[config.mk]
export PLATFORM = sky130hd
export DESIGN_NAME = lfsr_load_ctrl_flat
export DESIGN_NICKNAME = d
export VERILOG_FILES = /design/src/rtl/lfsr_load_ctrl_if.sv /design/src/rtl/lfsr_load_ctrl.sv /design/src/flat_wrapper.sv
export SDC_FILE = /design/constraint.sdc
export NUM_CORES = 1
export LEC_CHECK = 0
export ABC_AREA = 1
export CAP_MARGIN = 20
export CORE_MARGIN = 3
export CORE_UTILIZATION = 49
export CTS_CLUSTER_SIZE = 16
export DETAILED_ROUTE_END_ITERATION = 8
export PLACE_DENSITY = 0.79
export SYNTH_ARGS = -nofsm -noshare
export SYNTH_HDL_FRONTEND = slang
export SYNTH_SLANG_ARGS = --single-unit
[constraint.sdc]
create_clock -name clk -period 1.7 [get_ports clk]
set_input_delay 0.34 -clock clk [delete_from_list [all_inputs] [get_ports clk]]
set_output_delay 0.34 -clock clk [all_outputs]
set_load 0.01 [all_outputs]
[src/rtl/lfsr_load_ctrl_if.sv]
// ============================================================================
// Module   : lfsr_load_ctrl_if
// Brief    : Command/status bundle between a command source and lfsr_load_ctrl.
// Revision : 1.0 - initial release
// ============================================================================
`default_nettype none

interface lfsr_load_ctrl_if #(
    parameter int WIDTH = 3,
    parameter int CNT_W = 8
);
    logic             start;
    logic [WIDTH-1:0] seed;
    logic [CNT_W-1:0] steps;
    logic             en;
    logic             L;
    logic [WIDTH-1:0] q;
    logic             busy;
    logic             done;
    logic [CNT_W-1:0] steps_left;

    modport master (
        output start, seed, steps, en,
        input  L, q, busy, done, steps_left
    );

    modport slave (
        input  start, seed, steps, en,
        output L, q, busy, done, steps_left
    );
endinterface

`default_nettype wire

[src/rtl/lfsr_load_ctrl.sv]
// ============================================================================
// Module   : lfsr_load_ctrl
// Brief    : Load/shift sequencer for a mux-flop LFSR chain; owns select L.
// Revision : 1.0 - initial release
// ============================================================================
`default_nettype none

module lfsr_load_ctrl #(
    parameter int               WIDTH = 3,
    parameter logic [WIDTH-1:0] TAPS  = 3'b100,
    parameter int               CNT_W = 8
) (
    input  wire logic       clk,
    input  wire logic       reset,
    lfsr_load_ctrl_if.slave bus
);

    typedef enum logic [1:0] {
        S_IDLE = 2'd0,
        S_LOAD = 2'd1,
        S_RUN  = 2'd2,
        S_DONE = 2'd3
    } state_t;

    state_t           state_q;
    logic [WIDTH-1:0] q_q;
    logic [WIDTH-1:0] seed_q;
    logic [CNT_W-1:0] steps_left_q;
    logic             l_q;
    logic             busy_q;
    logic             done_q;
    logic [WIDTH-1:0] shift_d;

    // One LFSR step: MSB wraps to stage 0 and is XORed into tapped stages.
    always_comb begin
        shift_d    = '0;
        shift_d[0] = q_q[WIDTH-1];
        for (int i = 1; i < WIDTH; i++) begin
            shift_d[i] = q_q[i-1] ^ (TAPS[i] & q_q[WIDTH-1]);
        end
    end

    always_ff @(posedge clk) begin
        if (reset) begin
            state_q      <= S_IDLE;
            q_q          <= '0;
            seed_q       <= '0;
            steps_left_q <= '0;
            l_q          <= 1'b0;
            busy_q       <= 1'b0;
            done_q       <= 1'b0;
        end else begin
            case (state_q)
                S_IDLE, S_DONE: begin
                    done_q <= 1'b0;
                    if (bus.start) begin
                        seed_q       <= bus.seed;
                        steps_left_q <= bus.steps;
                        state_q      <= S_LOAD;
                        l_q          <= 1'b1;
                        busy_q       <= 1'b1;
                    end else begin
                        state_q <= S_IDLE;
                        l_q     <= 1'b0;
                        busy_q  <= 1'b0;
                    end
                end
                S_LOAD: begin
                    q_q <= seed_q;
                    l_q <= 1'b0;
                    if (steps_left_q == '0) begin
                        state_q <= S_DONE;
                        busy_q  <= 1'b0;
                        done_q  <= 1'b1;
                    end else begin
                        state_q <= S_RUN;
                        busy_q  <= 1'b1;
                    end
                end
                S_RUN: begin
                    // The nonzero guard keeps the counter from ever wrapping.
                    if (bus.en && steps_left_q != '0) begin
                        q_q          <= shift_d;
                        steps_left_q <= steps_left_q - CNT_W'(1);
                        if (steps_left_q == CNT_W'(1)) begin
                            state_q <= S_DONE;
                            busy_q  <= 1'b0;
                            done_q  <= 1'b1;
                        end
                    end
                end
                default: begin
                    state_q <= S_IDLE;
                    l_q     <= 1'b0;
                    busy_q  <= 1'b0;
                    done_q  <= 1'b0;
                end
            endcase
        end
    end

    assign bus.L          = l_q;
    assign bus.q          = q_q;
    assign bus.busy       = busy_q;
    assign bus.done       = done_q;
    assign bus.steps_left = steps_left_q;

endmodule

`default_nettype wire

[src/flat_wrapper.sv]
// flat-port wrapper written by rule: the top's interface ports become plain ports
module lfsr_load_ctrl_flat 
#(
    parameter int               WIDTH = 3,
    parameter logic [WIDTH-1:0] TAPS  = 3'b100,
    parameter int               CNT_W = 8
)
  (clk, reset, bus_start, bus_seed, bus_steps, bus_en, bus_L, bus_q, bus_busy, bus_done, bus_steps_left);
  lfsr_load_ctrl_if #(.WIDTH(WIDTH), .CNT_W(CNT_W)) bus_i ();
  input  wire logic clk;
  input  wire logic reset;
  input wire logic [$bits(bus_i.start)-1:0] bus_start;
  input wire logic [$bits(bus_i.seed)-1:0] bus_seed;
  input wire logic [$bits(bus_i.steps)-1:0] bus_steps;
  input wire logic [$bits(bus_i.en)-1:0] bus_en;
  output wire logic [$bits(bus_i.L)-1:0] bus_L;
  output wire logic [$bits(bus_i.q)-1:0] bus_q;
  output wire logic [$bits(bus_i.busy)-1:0] bus_busy;
  output wire logic [$bits(bus_i.done)-1:0] bus_done;
  output wire logic [$bits(bus_i.steps_left)-1:0] bus_steps_left;
  assign bus_i.start = bus_start;
  assign bus_i.seed = bus_seed;
  assign bus_i.steps = bus_steps;
  assign bus_i.en = bus_en;
  assign bus_L = bus_i.L;
  assign bus_q = bus_i.q;
  assign bus_busy = bus_i.busy;
  assign bus_done = bus_i.done;
  assign bus_steps_left = bus_i.steps_left;
  lfsr_load_ctrl #(.WIDTH(WIDTH), .TAPS(TAPS), .CNT_W(CNT_W)) u_core (.clk(clk), .reset(reset), .bus(bus_i));
endmodule
Word level (Yosys, flattened, before mapping)
Index checks and enable logic that the tools add are counted.

Bits of input ports: 15. Flip-flop bits (word level): 19. Output and inout port bits: 14.

Eq/ne operators: 8. Add/subtract/negate cells: 1. Reductions and logical operators: 13. Mux-type cells: 20. Bitwise logic cells: 1.

Operators with widths (number): $mux 8 (2); $pmux 8 s2 (1); $mux 1 (9); $eq 8x1->1 const B (1); $logic_not 8->1 (1); $reduce_bool 8->1 (1); $sub 8x1->8 const B (1); $ne 2x1->1 const B (3); $pmux 1 s3 (2); $pmux 2 s3 (1); $pmux 3 s2 (1); $reduce_and 2->1 (3); $reduce_and 3->1 (2); $reduce_bool 2->1 (3); $eq 2x2->1 const B (2); $mux 2 (2); $mux 3 (1); $eq 2x1->1 const B (1); $logic_not 2->1 (1); $ne 2x2->1 const B (1); $pmux 1 s2 (1); $reduce_or 2->1 (1); $logic_and 1x1->1 (1); $xor 1x1->1 (1).

Longest topological paths before layout
Gate-level depths: netlist of the first run.

Depth after elaboration: 4. Mapped depth: 10. Depth with buffers taken out: 10.

Worst setup path before layout of the first run
No wires, ideal clock.

Path type: register to register. From: reg u_core.state_q[0]. To: reg u_core.steps_left_q[4] (netlist: u_core.bus.steps_left[4]). Path slack: 190 ps. Data arrival time: 1401 ps. Stages on the path, launching flop included: 10. Clock period less this slack: 1510 ps. Data required time: 1591 ps. Library setup time: 109 ps. Cells stage by stage: dfxtp_1 > inv_1 > ha_1 > nand2_2 > o21ai_4 > inv_2 > a21oi_2 > nand2_1 > nand2_1 > nor2_1.

Cells in the longest elaborated chain, start to end: 4.

Ends and longest elaborated chain: start, declared (line lfsr_load_ctrl.sv:25) `state_t state_q;`; start signal, assigned (line lfsr_load_ctrl.sv:45) `state_q <= S_IDLE;`; start signal, assigned (line lfsr_load_ctrl.sv:59) `state_q <= S_LOAD;`; start signal, assigned (line lfsr_load_ctrl.sv:63) `state_q <= S_IDLE;`; $eq 2x2->1 / $logic_not 2->1 (equally long branches) (line lfsr_load_ctrl.sv:53) `case (state_q)`; $reduce_or 2->1 (line lfsr_load_ctrl.sv:53); $ne 2x2->1 (no line) / $reduce_bool 2->1 (equally long branches); $reduce_and 3->1 (no line); end signal, assigned (line lfsr_load_ctrl.sv:58) `steps_left_q <= bus.steps;`; end signal, assigned (line lfsr_load_ctrl.sv:84) `steps_left_q <= steps_left_q - CNT_W'(1);`; end, declared (line lfsr_load_ctrl.sv:28) `logic [CNT_W-1:0] steps_left_q;`.

Parallel ways exist; a longest one is shown, timed or not. A chain may end at the register's enable or synchronous reset.

Final worst setup path of the first run
From: reg u_core.steps_left_q[6] (netlist: u_core.bus.steps_left[6]). To: out bus_steps_left[6].

RTL lines: end, declared (line flat_wrapper.sv:20) `output wire logic [$bits(bus_i.steps_left)-1:0] bus_steps_left;`.

No word-level cell between the ends.

==> results of run 1 <==
==> stage by stage <==
| stage | hold slack, ps | cells |
|---|---|---|
| after global placement | 446 | 245 |
| after global routing | 504 | 249 |
| after detailed placement | 465 | 245 |
| after CTS | 480 | 249 |
| final | 482 | 249 |
| after floorplan | 409 | 189 |
==> logic make-up (layout without fill, tap and decap cells) <==
group                      Yosys count  after routing  synth area share, %
and+or+nand+nor                    106            106                 38.0
buffers and inverters               30             62                 9.95
AOI/OAI and AO/OA                   29             29                 15.3
DFF                                 19             19                 31.5
adders and majority gates            5              5                 5.18
==> power groups by stage <==
| stage | Combinational [mW] | Clock [mW] | Sequential, mW |
|---|---|---|---|
| after global placement | 1.99 | 0 | 0.801 |
| after CTS | 2.06 | 0.242 | 0.801 |
| after detailed placement | 2.05 | 0 | 0.811 |
| after floorplan | 1.35 | 0 | 0.844 |
| after global routing | 2.39 | 0.256 | 0.848 |
| final | 2.14 | 0.235 | 0.816 |
==> routing by layer <==
layer	vias up	global-route usage (%)
li1	652	-
met1	586	25.2
met2	49	31.4
met3	6	2.55
met4	0	6.94
met5	-	0
==> final timing paths <==
path / from / to / slack (ps) / depth (start not counted)
worst max register to register: u_core.bus.steps_left[1]$_SDFFE_PP0P_ / u_core.bus.busy$_SDFFE_PP0P_ / 120 / 9
worst max-delay path: u_core.bus.steps_left[6]$_SDFFE_PP0P_ / bus_steps_left[6] / 70 / 1
worst min-delay path: u_core.seed_q[2]$_SDFFE_PP0P_ / u_core.seed_q[2]$_SDFFE_PP0P_ / 480 / 2
worst min register to register: u_core.seed_q[2]$_SDFFE_PP0P_ / u_core.seed_q[2]$_SDFFE_PP0P_ / 480 / 2
==> sequential cells by signal, summed over array words and instances (netlist names) <==
signal,count
u_core.bus.L,1
u_core.state_q,2
u_core.seed_q,3
u_core.bus.done,1
u_core.bus.q,3
u_core.bus.busy,1
u_core.bus.steps_left,8
==> cell usage in the layout, fill, tap and decap left out <==
cell,instances
nand4_1,3
o21ai_4,3
nand3b_1,2
a21oi_1,6
buf_4,3
nand2_1,47
dfxtp_2,4
or2_2,2
a21oi_4,1
ha_1,3
clkdlybuf4s50_1,28
ha_2,1
nand3_1,11
and2_1,1
clkinv_2,1
o21ai_0,14
nor2_1,34
nand2_4,2
ha_4,1
nand2_2,3
buf_12,1
o21bai_1,1
o21ai_1,4
inv_2,2
inv_1,24
clkbuf_4,3
nor2_2,1
dfxtp_1,15
==> cell type report <==
type	count	share of cell area, %
Clock inverter	1	0.313
Clock buffer	3	1.41
Sequential cell	19	24.1
Tap cell	28	2.19
Timing Repair Buffer	32	20.2
Multi-Input combinational cell	140	45.7
Inverter	26	6.11
==> what timing repair did <==
item                                    CTS  global route
buffers inserted                          0             0
endpoints found under the setup margin    0            17
hold endpoints to repair                  0             0
gates resized for setup                   0             8
==> reports/results.txt, run 1 <==
Status: finished clean
CP required: 1360 ps
Most numerous cell in the Yosys netlist: nand2_1
Initial core utilization: 53.1%
Drt pass-1 iters: 4
Clk sink count: 19
Clock tree buffer depth: 2
Dpl cell area: 0.00154 sq mm
Syn_area_per_cell: 6.39 sq um
Die height: 55.6 microns
Cts hold-fix bufs: 0
CP Class: flip-flop to primary output
Crit path cell chain: clkdlybuf4s50_1
Max_cap viols: 0
Reg clk slew, reported paths: 110 ps
Post-DP HPWL: 2240 microns
Num ports: 29
Leakage: 0.735 nW
Root Buffer: clkbuf_4
Port Buffers: 28
Seq cells post-synth: 19
Total power divided by cell area: 2000 mW/mm^2
Mapped Nets: 209
Synth cell count leaders: nand2_1 (47), nor2_1 (34), inv_1 (24), dfxtp_1 (19), o21ai_0 (14)
Inserted Diodes: 0
Pre-CTS WS: 66.9 ps
Post-synth EDFFs: 0
Global route overflow: 0
Setup TNS: 0 ps
Prevailing post-synth register cell: dfxtp_1
RSZ-0062 raised after global routing: no
FILL cells: 190
Worst Tran Pin Value: 406 ps
Final Power: 3.19 mW
TritonCTS clock tree: done
Part of the cycle the worst path needs: 96.0%
Vias: 1293
Antenna violations before repair: 0
Final setup fails: 0
Final Worst Setup Slack: 67.4 ps
Final Instance Area: 0.00160 sq mm
Largest area contributor in the netlist: dfxtp_1
CP Max Fanout: 5
WL/cell: 12.0 microns
Layout area overhead: 32.3%
Rows: 17
Post-route ant nets: 0
Sequential area share after synthesis: 31.5%
Die W: 55.6 microns
Clk_lat worst skew: 300 ps
Gpl congestion: 0.840
Mapped Area: 0.00121 sq mm
Core Util, Final: 70.2%
Final Max Slew Viols: 0
Tmin final: 1630 ps
NetSw: 1.56 mW
Core Area: 0.00228 sq mm
Routed wl met2: 1440 microns
Highest Signal Layer: met4
Met3 Wirelength: 167 microns
Crit path launch type: flip-flop
Comb pwr share: 67.1%
Vias/cell: 5.19
Routed wire length: 2990 microns
H-tree depth: 1
Crit end category: primary output
Reg power frac: 25.6%
Synth cell types: 22
First-pass GRT wire length: 4910 microns
Register area: 385 sq um
Layout cells sized above 1: 12.7%
Crit path arrival time: 1290 ps
Ys Warns: 0
Clock power frac: 7.4%
Global-route usage over all layers: 19.0%
Synth top area share: 31.5%
Layout Skew: 2.22 ps
Area of the multi-input gates: 729 sq um
Die footprint: 0.00310 sq mm
Crit-path max cell delay: 570 ps
DR DRC count: 0
VDD IR max: 1310 uV
Slew headroom: 72.9%
Largest cells by area after synthesis: dfxtp_1 (32%), nand2_1 (15%), nor2_1 (11%)
Net count, final: 242
Tightest Hold Check Type: flip-flop to flip-flop
DRT met1 WL: 1340 microns
Cts bufs inserted: 3
Gate Count Post-Synth: 189
Fmax: 0.613 GHz
Internal power: 1.63 mW
Initial DRC Count: 38
Sw Ratio: 48.9%
WP buf/inv: 1
Async S/R FF share, synth: 0%
CP top delay family: buffers and inverters
Final Hold Fails: 0
Critical Path Slowest Stage Cell: clkdlybuf4s50_1
Pin count of the biggest net entering global routing: 19
Vias in the first global route: 1130
Note: power is estimated with default switching activity, not from simulation.
==> inputs of run 2 (changes only) <==
CELL_PAD_IN_SITES_DETAIL_PLACEMENT = 1   (was default)
CELL_PAD_IN_SITES_GLOBAL_PLACEMENT = 1   (was default)
CORE_UTILIZATION = 36   (was 49)
PLACE_DENSITY = default   (was 0.79)
PLACE_DENSITY_LB_ADDON = 0.1   (was default)
clock period = 2.1 ns   (was 1.7 ns; I/O delays follow)
==> run 2 against run 1 <==
Register-to-register slack better by 160 ps; total power is 22% lower; cell count is 5.2% higher; global-route usage is 0.18 points higher; sequential power is 20% lower; sequential share of layout area is 0.36 points higher; worst hold slack better by 9.5 ps; highest routed layer unchanged; count of clock-buffer cells in the layout is 1 higher.
==> reports/results.txt, run 2 (synthesized netlist as in run 1, its figures left out) <==
Status: finished clean
Global-route usage over all layers: 19.2% (+0.18 points)
WL/cell: 13.3 microns (+10%)
Vias/cell: 4.80 (-7.5%)
Clk_lat worst skew: 300 ps (about the same)
Gpl congestion: 0.816 (-2.8%)
Crit path launch type: flip-flop
Cts bufs inserted: 3 (unchanged)
Die W: 63.9 microns (+15%)
Clk sink count: 19 (unchanged)
Post-CTS Setup Bufs: 0 (unchanged)
TritonCTS clock tree: done
Reg clk slew, reported paths: 110 ps (about the same)
Placed Cells incl. Taps: 258 (+5.3%)
Leakage: 0.713 nW (-3.0%)
Part of the cycle the worst path needs: 86.6%
Core Util, Final: 49.7% (-21 points)
Vias: 1258 (-2.7%)
Internal power: 1.24 mW (-24%)
Post-Layout Cell Count: 262 (+5.2%)
Final Hold Fails: 0 (unchanged)
Core Area: 0.00313 sq mm (+37%)
CP Max Fanout: 7 (+2)
Layout Skew: 3.56 ps (+1.34 ps)
Critical path origin: u_core.state_q[0]$_SDFFE_PP0P_
Antenna violations before repair: 0 (unchanged)
Sw Ratio: 50.6% (+1.7 points)
Min-Delay Startpoint: u_core.seed_q[2]$_SDFFE_PP0P_
RSZ-0062 raised after global routing: no
Vias in the first global route: 1326 (+17%)
Global route overflow: 0 (unchanged)
Port Buffers: 28 (unchanged)
VDD IR max: 714 uV (-46%)
CP Class: flip-flop to flip-flop
Largest register FFs: 8 (unchanged)
NetSw: 1.27 mW (-19%)
Comb pwr share: 66.3% (-0.8 points)
Worst Tran Pin Value: 423 ps (+16.4 ps)
Final Max Slew Viols: 0 (unchanged)
Num ports: 29 (unchanged)
Tightest Hold Check Type: flip-flop to flip-flop
Post-DP HPWL: 2750 microns (+23%)
Drt pass-1 iters: 4 (unchanged)
Post-route ant nets: 0 (unchanged)
Crit path arrival time: 2020 ps (+730 ps)
Post-CTS Resized: 0 (unchanged)
Reg power frac: 26.0% (+0.4 points)
Worst r2r src: u_core.state_q[0]$_SDFFE_PP0P_
DR DRC count: 0 (unchanged)
Inserted Diodes: 0 (unchanged)
First-pass GRT wire length: 6270 microns (+28%)
Fmax: 0.550 GHz
Layout area overhead: 28.7%
Total power divided by cell area: 1610 mW/mm^2 (-19%)
Rows: 20 (+3)
WHS: 492 ps (+9.47 ps)
Clock power frac: 7.7% (+0.3 points)
Layout cells sized above 1: 8.26% (-4.4 points)
Setup TNS: 0 ps (unchanged)
Initial DRC Count: 38 (unchanged)
Commonest non-fill, non-tap cells in the layout: nand2_1 (47), nor2_1 (34), clkdlybuf4s50_1 (28), inv_1 (24), dfxtp_1 (19)
H-tree depth: 1 (unchanged)
Max_cap viols: 0 (unchanged)
Slew headroom: 71.8% (-1.1 points)
Die footprint: 0.00408 sq mm (+32%)
Initial core utilization: 38.6% (-14 points)
Die height: 63.9 microns (+15%)
Most common cell after layout, fill and taps aside: nand2_1
Tmin final: 1820 ps
Pin count of the biggest net entering global routing: 19 (unchanged)
Root Buffer: clkbuf_4
Final setup fails: 0 (unchanged)
Routed wire length: 3480 microns (+16%)
Cts hold-fix bufs: 0 (unchanged)
Clock tree buffer depth: 2 (unchanged)
Net count, final: 239 (-1.2%)
Crit end category: flip-flop
CP required: 2300 ps (+940 ps)
run 2: metal layers:
layer	vias to the layer above	track usage (%)	wire (microns)
li1	650	-	-
met1	584	24.8	1700
met2	22	33.3	1630
met3	2	4.22	130
met4	0	2.43	13
met5	-	0	0
run 2: path summary, 6_finish.rpt:
check	to	cells after the start	slack, ps
setup reg to reg	u_core.bus.steps_left[4]$_SDFFE_PP0P_	9	280
hold / removal	u_core.seed_q[2]$_SDFFE_PP0P_	2	490
setup / recovery	u_core.bus.steps_left[4]$_SDFFE_PP0P_	9	280
hold reg to reg	u_core.seed_q[2]$_SDFFE_PP0P_	2	490
run 2: critical path: stages, from the launching register on:
cell     delay (ps)
dfxtp_1         390
inv_1            80
ha_1            430
nand2_2         160
o21ai_4         140
inv_2            80
a21oi_2         250
nand2_1          80
nand2_1          70
nor2_1           40
run 2: area by class of cell:
class,count,area (sq um)
Clock buffer,4,26.3
Fill cell,438,1570
Inverter,26,97.6
Multi-Input combinational cell,140,707
Sequential cell,19,380
Tap cell,44,55.1
Timing Repair Buffer,29,288
run 2: power groups by stage:
| stage | logic, mW | registers (mW) | clock network (mW) |
|---|---|---|---|
| global route | 1.91 | 0.682 | 0.224 |
| CTS | 1.69 | 0.652 | 0.201 |
| detailed placement | 1.68 | 0.659 | 0 |
| global placement | 1.60 | 0.648 | 0 |
| floorplan | 1.09 | 0.683 | 0 |
| finish | 1.66 | 0.650 | 0.193 |
run 2: per-stage QoR:
step                area [sq um]  setup WS (ps)  power, mW
floorplan                   1210            590       1.77
global placement            1530            336       2.25
detailed placement          1530            261       2.34
CTS                         1550            263       2.54
global route                1550            136       2.81
finish                      1550            281       2.50
